## src/rtl/tile_sb_sequencer.sv

```systemverilog
// rtl/tile_sb_sequencer.sv - raster superblock sequencer with stage handshakes, watchdog and write bursts
module tile_sb_sequencer #(
    parameter int SB_LOG2 = 6,
    parameter int DIM_W   = 16,
    parameter int BURST   = 16,
    parameter int TO_W    = 10,
    parameter int TIMEOUT = 1023
) (
    input  logic                 clk,
    input  logic                 rst,
    input  logic                 start,
    input  logic                 abort,
    input  logic [DIM_W-1:0]     frame_width,
    input  logic [DIM_W-1:0]     frame_height,
    output logic [2:0]           stage_req,
    input  logic [2:0]           stage_done,
    output logic                 wr_valid,
    input  logic                 wr_ready,
    output logic [2*DIM_W-1:0]   wr_addr,
    output logic [7:0]           wr_len,
    output logic [DIM_W-1:0]     sb_row,
    output logic [DIM_W-1:0]     sb_col,
    output logic [2*DIM_W-1:0]   sb_count,
    output logic [3:0]           state,
    output logic                 busy,
    output logic                 tile_done,
    output logic                 error,
    output logic [1:0]           err_stage
);

    localparam int AW = 2 * DIM_W;
    localparam logic [DIM_W:0]   SB_RND  = (DIM_W+1)'((1 << SB_LOG2) - 1);
    localparam logic [DIM_W:0]   ONE_EXT = (DIM_W+1)'(1);
    localparam logic [TO_W-1:0]  TO_LIM  = TO_W'(TIMEOUT);
    localparam logic [AW-1:0]    BURST_W = AW'(BURST);
    localparam logic [7:0]       BURST_B = 8'(BURST);

    typedef enum logic [3:0] {
        S_IDLE    = 4'd0,
        S_SB_HDR  = 4'd1,
        S_ENT     = 4'd2,
        S_ITX     = 4'd3,
        S_PRED    = 4'd4,
        S_RECON   = 4'd5,
        S_WRITE   = 4'd6,
        S_DONE    = 4'd7,
        S_NEXT_SB = 4'd8,
        S_ERROR   = 4'd9
    } state_t;

    state_t             state_q, state_n;
    logic [DIM_W:0]     sb_cols_q, sb_cols_n, sb_rows_q, sb_rows_n;
    logic [AW-1:0]      total_q, total_n;
    logic [DIM_W-1:0]   sb_row_q, sb_row_n, sb_col_q, sb_col_n;
    logic [AW-1:0]      sb_count_q, sb_count_n;
    logic [AW-1:0]      off_q, off_n;
    logic [7:0]         len_q, len_n;
    logic [TO_W-1:0]    wd_q, wd_n;
    logic               error_q, error_n;
    logic [1:0]         err_stage_q, err_stage_n;
    logic [2:0]         stage_req_q, stage_req_n;
    logic               wr_valid_q, wr_valid_n;
    logic               tile_done_q, tile_done_n;
    logic               busy_q, busy_n;

    logic [1:0]         sidx;
    state_t             snext;
    logic [AW-1:0]      off_sum;

    function automatic logic [7:0] beat_len(input logic [AW-1:0] rem);
        if (rem > BURST_W)
            return BURST_B;
        else
            return rem[7:0];
    endfunction

    always_comb begin
        state_n     = state_q;
        sb_cols_n   = sb_cols_q;
        sb_rows_n   = sb_rows_q;
        total_n     = total_q;
        sb_row_n    = sb_row_q;
        sb_col_n    = sb_col_q;
        sb_count_n  = sb_count_q;
        off_n       = off_q;
        len_n       = len_q;
        wd_n        = wd_q;
        error_n     = error_q;
        err_stage_n = err_stage_q;
        sidx        = 2'd0;
        snext       = S_ITX;
        off_sum     = off_q + AW'(len_q);

        if (abort) begin
            state_n     = S_IDLE;
            error_n     = 1'b0;
            err_stage_n = 2'd0;
        end else begin
            case (state_q)
                S_IDLE: begin
                    if (start) begin
                        // Round-up division done one bit wider so W = 2^DIM_W-1 cannot wrap.
                        sb_cols_n  = ({1'b0, frame_width} + SB_RND) >> SB_LOG2;
                        sb_rows_n  = ({1'b0, frame_height} + SB_RND) >> SB_LOG2;
                        total_n    = AW'(frame_width) * AW'(frame_height);
                        sb_row_n   = '0;
                        sb_col_n   = '0;
                        sb_count_n = '0;
                        off_n      = '0;
                        if (frame_width == '0 || frame_height == '0)
                            state_n = S_DONE;
                        else
                            state_n = S_SB_HDR;
                    end
                end
                S_SB_HDR: begin
                    wd_n    = '0;
                    state_n = S_ENT;
                end
                S_ENT, S_ITX, S_PRED: begin
                    if (state_q == S_ENT) begin
                        sidx  = 2'd0;
                        snext = S_ITX;
                    end else if (state_q == S_ITX) begin
                        sidx  = 2'd1;
                        snext = S_PRED;
                    end else begin
                        sidx  = 2'd2;
                        snext = S_RECON;
                    end
                    // A done arriving on the timeout cycle still counts as completion.
                    if (stage_done[sidx]) begin
                        wd_n    = '0;
                        state_n = snext;
                    end else if (wd_q == TO_LIM) begin
                        state_n     = S_ERROR;
                        error_n     = 1'b1;
                        err_stage_n = sidx;
                    end else begin
                        wd_n = wd_q + 1'b1;
                    end
                end
                S_RECON: state_n = S_NEXT_SB;
                S_NEXT_SB: begin
                    sb_count_n = sb_count_q + 1'b1;
                    if ({1'b0, sb_col_q} < sb_cols_q - ONE_EXT) begin
                        sb_col_n = sb_col_q + 1'b1;
                        state_n  = S_SB_HDR;
                    end else if ({1'b0, sb_row_q} < sb_rows_q - ONE_EXT) begin
                        sb_col_n = '0;
                        sb_row_n = sb_row_q + 1'b1;
                        state_n  = S_SB_HDR;
                    end else begin
                        len_n   = beat_len(total_q - off_q);
                        state_n = S_WRITE;
                    end
                end
                S_WRITE: begin
                    if (wr_ready) begin
                        off_n = off_sum;
                        if (off_sum == total_q)
                            state_n = S_DONE;
                        else
                            len_n = beat_len(total_q - off_sum);
                    end
                end
                S_DONE:  state_n = S_IDLE;
                S_ERROR: state_n = S_ERROR;
                default: state_n = S_IDLE;
            endcase
        end

        // Handshake outputs are registered from the next state so they rise with the state.
        stage_req_n = {state_n == S_PRED, state_n == S_ITX, state_n == S_ENT};
        wr_valid_n  = (state_n == S_WRITE);
        tile_done_n = (state_n == S_DONE);
        busy_n      = (state_n != S_IDLE) && (state_n != S_ERROR);
    end

    always_ff @(posedge clk) begin
        if (rst) begin
            state_q     <= S_IDLE;
            sb_cols_q   <= '0;
            sb_rows_q   <= '0;
            total_q     <= '0;
            sb_row_q    <= '0;
            sb_col_q    <= '0;
            sb_count_q  <= '0;
            off_q       <= '0;
            len_q       <= '0;
            wd_q        <= '0;
            error_q     <= 1'b0;
            err_stage_q <= 2'd0;
            stage_req_q <= 3'd0;
            wr_valid_q  <= 1'b0;
            tile_done_q <= 1'b0;
            busy_q      <= 1'b0;
        end else begin
            state_q     <= state_n;
            sb_cols_q   <= sb_cols_n;
            sb_rows_q   <= sb_rows_n;
            total_q     <= total_n;
            sb_row_q    <= sb_row_n;
            sb_col_q    <= sb_col_n;
            sb_count_q  <= sb_count_n;
            off_q       <= off_n;
            len_q       <= len_n;
            wd_q        <= wd_n;
            error_q     <= error_n;
            err_stage_q <= err_stage_n;
            stage_req_q <= stage_req_n;
            wr_valid_q  <= wr_valid_n;
            tile_done_q <= tile_done_n;
            busy_q      <= busy_n;
        end
    end

    assign state     = 4'(state_q);
    assign stage_req = stage_req_q;
    assign wr_valid  = wr_valid_q;
    assign wr_addr   = off_q;
    assign wr_len    = len_q;
    assign sb_row    = sb_row_q;
    assign sb_col    = sb_col_q;
    assign sb_count  = sb_count_q;
    assign busy      = busy_q;
    assign tile_done = tile_done_q;
    assign error     = error_q;
    assign err_stage = err_stage_q;

endmodule

```

## config.mk

```make
export PLATFORM = sky130hd
export DESIGN_NAME = tile_sb_sequencer
export DESIGN_NICKNAME = d
export VERILOG_FILES = /design/src/rtl/tile_sb_sequencer.sv
export SDC_FILE = /design/constraint.sdc
export NUM_CORES = 1
export LEC_CHECK = 0
export BUFFER_PORTS_ARGS = -buffer_cell sky130_fd_sc_hd__clkbuf_2
export CAP_MARGIN = 30
export CORE_UTILIZATION = 50
export CTS_CLUSTER_SIZE = 28
export DETAILED_ROUTE_END_ITERATION = 16
export GPL_TIMING_DRIVEN = 0
export HOLD_SLACK_MARGIN = 0.06
export PLACE_DENSITY = 0.74
export SYNTH_ARGS = -nofsm -noshare
export SYNTH_HDL_FRONTEND = slang
export SYNTH_SLANG_ARGS = --single-unit
```

## constraint.sdc

```tcl
create_clock -name clk -period 24.9 [get_ports clk]
set_clock_uncertainty 0.15 [all_clocks]
set_input_delay 4.98 -clock clk [delete_from_list [all_inputs] [get_ports clk]]
set_output_delay 4.98 -clock clk [all_outputs]
set_load 0.1 [all_outputs]
```

==> run metrics, run 1 <==
Yosys top cell area share=between 15 and 20%; hold path depth=2; # IOs=approximately 160; Final ANT Viol Nets=0; synth cell count leaders=inv_1, nand2_1, nor2_1, ha_1, fa_1; main area contributors after synthesis=fa_1, dfxtp_1, ha_1; crit path capture type=flip-flop; internal reg-to-reg setup slack=18,080 ps; Reg2Reg Depth=23; Starting Density=~51%; power density cells=107 nW/um^2; Num CTS Buffers=17; post-synthesis cell count=between 2k and 3k; cts hold-fix bufs=0; Total GRT Usage=30.6%; row count=76; leakage=11.0 nW; # fillers=4,042; status=completed; global-route wire length before repair=107,000 um; Crit path top cell by count=fa_1; vias in the first global route=between 15k and 20k; clk buf depth=2; register bit total from synthesis=181; CORE AREA=between 40,000 and 50,000 sq um; Pins Over Slew Limit=0; Post-synth EDFFs=0; HPWL after detailed placement=roughly 56,000 um; WP data required=25,110 ps; type of origin of the critical path=primary input; HP Start=total_q[0]; CTS tree=built; asr flop ratio synth=0%; via count=20.5k; worst vdd ir=102 uV; final setup violation count=0; Synth warnings=0; Hold Violations, Final=0; total power=2.59 mW; share of cells above drive strength 1=under 10%; worst hold path type=reg2reg; global placer's final weighted congestion=0.977; DIE WIDTH=212 um; FMAX=0.0834 GHz; Worst EP arrival=12,200 ps; largest net degree at the start of global routing=22; crit path max-delay cell type=fa_1; cts repair resizes=0; relative slew slack=37.4%; Synth-to-Final Area Change=9.52%; sequential fraction of the synthesis area=16.4%; NumNets Final=about 3.4k; initial antenna violation count=2; IO Port Bufs=approximately 150; area taken by multi-input logic gates=16,800 sq um; Die ar.=45,100 sq um; R2R Path End=wr_len[4]; most numerous cell in the Yosys netlist=inv_1; routed len/inst=19.4 um; Overflow after GRT=0; Max-cap violations=0; DRT iter0 DRCs=1,527; vias per cell=about 5.8; RSZ-0062 raised after global routing=false; Clk Latency, worst-skew pair=470 ps; router iterations before antenna repair=6; DR DRC count=0; die height=about 210 um; crit path time final=11,990 ps; Post-CTS Setup Inserts=0; Clock Pin Slew Worst Setup and Hold Paths=around 80 ps; syn avg cell area=8.06 sq um; Reg-to-Reg Start=wr_len[0]; hold path endpoint=total_q[0]; CTS root buffer=clkbuf_16; H-tree levels=4; syn_nets=roughly 3.2k; final setup TNS=0 ps; cell area after synthesis=22,100 sq um; actual slew at the worst max-slew pin=931 ps; overall routed net length=~68,000 um; FF/Latch Area=approximately 3600 sq um; Yosys top cell by area=fa_1; CTS Sinks=181; Setup Crit Path Kind=in2reg; post-synth cell types=110; Critical Path Fanout Max=10; Critical Path Max Stage Delay=~570 ps; part of the cycle the worst path needs=48.2%; ys flop type=dfxtp_1
-- logic make-up (layout without fill, tap and decap cells) --
logic type	Yosys count	in the layout	share of synthesized area (%)
adder cells (fa/ha/maj)	405	405	29.6
AO/OA/AOI/OAI	517	517	15.8
other	0	4	0
multiplexers	15	15	0.706
buffers and inverters	443	624	7.70
flip-flops	181	181	16.4
XOR/XNOR	167	167	6.64
AND/OR/NAND/NOR	1020	1020	23.2
-- critical path: cells and delay by family --
family / cells / cell delay (ps)
buf+inv: 7 / 1420
simple gates: 1 / 240
xor+xnor: 1 / 130
fa+ha+maj: 7 / 3350
compound gates: 9 / 2050
-- power breakdown --
part | internal (mW) | total (mW) | switching [mW] | leakage, nW
logic | 0.845 | 1.98 | 1.14 | 9.25
clock network | 0.138 | 0.283 | 0.145 | 0.299
registers | 0.304 | 0.326 | 0.0217 | 1.46
-- state kept, by name, indices dropped and copies added, names as in the netlist, 3 cells and up --
signal     cells
sb_count      32
total_q       32
wr_addr       32
sb_col        16
sb_row        16
sb_cols_q     11
sb_rows_q     11
wd_q          10
wr_len         8
state          4
stage_req      3
-- final cells by class --
class | count | share of cell area (%)
Antenna cell | 4 | 0.0413
Clock buffer | 17 | 1.75
Buffer | 122 | 2.06
Timing Repair Buffer | 149 | 3.07
Clock inverter | 15 | 0.810
Tap cell | 585 | 3.02
Inverter | 321 | 4.97
Multi-Input combinational cell | 2124 | 69.3
Sequential cell | 181 | 14.9
-- how the worst max path moves through the flow --
stage / to / slack, ps / start / depth (start not counted)
2_1_floorplan: total_q[30] / 13500 / frame_height[9] / 23
3_3_place_gp: total_q[30] / 12570 / frame_width[6] / 25
3_5_place_dp: total_q[30] / 12460 / frame_width[6] / 25
4_1_cts: total_q[30] / 12940 / frame_width[6] / 25
5_1_grt: total_q[30] / 12600 / frame_width[6] / 25
6_report: total_q[30] / 12910 / frame_width[6] / 25
-- cells in the final DEF, fill, tap and decap left out, types with 11 or more instances in the layout --
master	netlist	final
nor3_1	59	59
o21ai_1	17	17
and2_1	139	139
inv_1	318	318
dfxtp_1	181	181
clkbuf_2	0	147
nor2b_1	14	14
o22ai_1	16	16
or3_1	34	34
o211ai_1	14	14
and3_1	27	27
a21oi_1	143	143
clkbuf_16	0	17
clkbuf_1	100	100
buf_2	10	11
nand4_1	32	32
nand2b_1	12	12
o21a_1	22	22
fa_1	197	197
nor2_1	218	218
a31oi_1	25	25
xor2_1	58	58
nor4_1	31	31
ha_1	208	208
o21bai_1	12	12
nand2_1	305	305
nand3_1	72	72
a21o_1	49	49
a211oi_1	38	38
xnor2_1	108	108
o21ai_0	64	64
-- routing by layer --
layer  global-route usage, %  up-vias  share of wire, %
met1                    40.3     9890                43
met3                    3.37      122               7.2
met4                    12.2        0               3.4
met5                       0        -                 0
li1                        -     9681                 -
met2                    50.9      807                47
-- stage by stage --
step,instances,hold slack (ps),setup WS (ps),util (%),instance area (sq um)
global placement,3480,302,12570,54.4,23600
finish,3518,322,12910,55.9,24200
detailed placement,3482,315,12460,54.5,23600
CTS,3514,327,12940,55.9,24200
global route,3515,350,12600,55.9,24200
floorplan,2748,282,13500,-,22100
Note: power is estimated with default switching activity, not from simulation.
==> run 2: changes to the inputs <==
--- a/config.mk
+++ b/config.mk
@@ -12,7 +12,7 @@
 export DETAILED_ROUTE_END_ITERATION = 16
 export GPL_TIMING_DRIVEN = 0
 export HOLD_SLACK_MARGIN = 0.06
-export PLACE_DENSITY = 0.74
+export PLACE_DENSITY = 0.77
 export SYNTH_ARGS = -nofsm -noshare
 export SYNTH_HDL_FRONTEND = slang
 export SYNTH_SLANG_ARGS = --single-unit
==> constraint.sdc (replaced) <==
create_clock -name clk -period 10.7 [get_ports clk]
set_clock_uncertainty 0.15 [all_clocks]
set_input_delay 2.14 -clock clk [delete_from_list [all_inputs] [get_ports clk]]
set_output_delay 2.14 -clock clk [all_outputs]
set_load 0.1 [all_outputs]
==> run 2 against run 1 <==
Net effect: critical path depth unchanged; hold slack improved by 4.6 ps; wire length increased by 3.3%; utilization decreased by 0.16 points; non-clock buffer count decreased by 2; sequential power increased by 130%; total power increased by 140%; count of clock-buffer cells in the layout increased by 1; sequential share of layout area about the same; design area decreased by 0.29%; critical endpoint unchanged; largest cell class unchanged; largest power group unchanged; highest routed layer unchanged.
==> run metrics, run 2 (synthesized netlist as in run 1, its figures left out) <==
status=completed; CTS tree=built; Num CTS Buffers=17; hold path depth=2; Critical Path Fanout Max=10; CTS Sinks=between 150 and 200; cts repair resizes=0; actual slew at the worst max-slew pin=1060 ps; crit path capture type=flip-flop; Hold Violations, Final=0; # IOs=157; Worst EP arrival=9510 ps; router iterations before antenna repair=6; hold slack final=~330 ps; global route hottest layer=met2; H-tree levels=4; Clk Latency, worst-skew pair=450 ps; placed instance count=3,480; Layout Utilization=55.8%; total power=6.16 mW; worst hold path type=reg2reg; RSZ-0062 raised after global routing=false; crit path max-delay cell type=clkbuf_1; CORE AREA=between 40,000 and 50,000 sq um; Synth-to-Final Area Change=9.21%; DRT iter0 DRCs=1,773; CTS root buffer=clkbuf_16; met2 usage=between 50% and 60%; Total GRT Usage=a little under a third; global-route wire length before repair=109,000 um; type of origin of the critical path=primary input; commonest non-fill, non-tap cells in the layout=inv_1, nand2_1, nor2_1, ha_1, fa_1; met3 Usage GRT=under 10%; area taken by multi-input logic gates=about 17,000 sq um; Final ANT Viol Nets=0; share of cells above drive strength 1=8.30%; via count=20.8k; Starting Density=approximately half; Pins Over Slew Limit=0; Critical Path Max Stage Delay=630 ps; overall routed net length=70,600 um; WP data required=between 10,000 and 15,000 ps; row count=76; Clock Pin Slew Worst Setup and Hold Paths=roughly 70 ps; Reg2Reg Depth=23; Final WS setup=1390 ps; GR Layer Usage met1=40.0%; Die ar.=45,100 sq um; routed len/inst=20.1 um; worst path bufs/invs=7; Reg-to-Reg Start=wr_addr[0]; final setup violation count=0; Top delay family on crit path=adder cells; DIE WIDTH=212 um; final setup TNS=0 ps; Crit path top cell by count=fa_1; # fillers=between 4k and 5k; NumNets Final=~3.4k; hold path endpoint=total_q[0]; non-filler instance count after layout=3,511; HPWL after detailed placement=57,600 um; Max-cap violations=0; IO Port Bufs=about 150; cts hold-fix bufs=0; internal reg-to-reg setup slack=around 4000 ps; Cell Area, Placed=23,600 sq um; clk buf depth=2; Post-CTS Setup Inserts=0; die height=212 um; R2R Path End=wr_len[4]; HP Start=total_q[0]; vias per cell=5.91; global placer's final weighted congestion=0.970; leakage=11.0 nW; Design Area, Final=24,200 sq um; part of the cycle the worst path needs=87.0%; initial antenna violation count=0; DR DRC count=0; relative slew slack=27.2%; most common cell after layout, fill and taps aside=inv_1; Setup Crit Path Kind=in2reg; Overflow after GRT=0; ant diodes=0; largest net degree at the start of global routing=19; crit path time final=about 9300 ps; power density cells=around 250 nW/um^2; FF/Latch Area=3620 sq um; FMAX=0.107 GHz; worst vdd ir=185 uV; dpl ws=around 1100 ps; vias in the first global route=20.5k
## run 2: changes by cell type in the layout (fill, tap and decap cells not counted), moves of 2 or more
cell	change
diode_2	-4
clkinvlp_4	+2
inv_8	+3
clkinv_8	-6
## run 2: worst max path at each step
stage	from	to	slack (ps)	cells after the start
4_1_cts	frame_width[6]	total_q[30]	1500	25
5_1_grt	frame_width[6]	total_q[30]	1160	25
6_report	frame_width[6]	total_q[30]	1390	25
3_3_place_gp	frame_width[6]	total_q[30]	1110	25
2_1_floorplan	frame_height[9]	total_q[30]	2140	23
3_5_place_dp	frame_width[6]	total_q[30]	1050	25
## run 2: worst min-delay path, stage by stage, from the launching register on
cell and delay [ps]:
dfxtp_1 320, nand2_1 60, a21oi_1 50
## run 2: area by class of cell
cell class	count	area share, %
inverters	321	4.98
flip-flops and latches	181	15.0
clock inverters	13	0.543
multi-input cells	2124	69.5
repair buffers	147	3.04
plain buffers	122	2.07
clock buffers	18	1.82
well taps	585	3.03
## run 2: metal layers
layer / vias up / share of wire (%)
met3: 167 / 7.3
met2: 912 / 47
met1: 10009 / 42
met4: 0 / 3.5
met5: - / 0
li1: 9676 / -
## run 2: power by group
group	leakage (nW)	switching (mW)	internal [mW]
clock network	0.276	0.316	0.315
registers	1.46	0.0517	0.708
logic	9.25	2.78	1.99
total	11.0	3.14	3.01
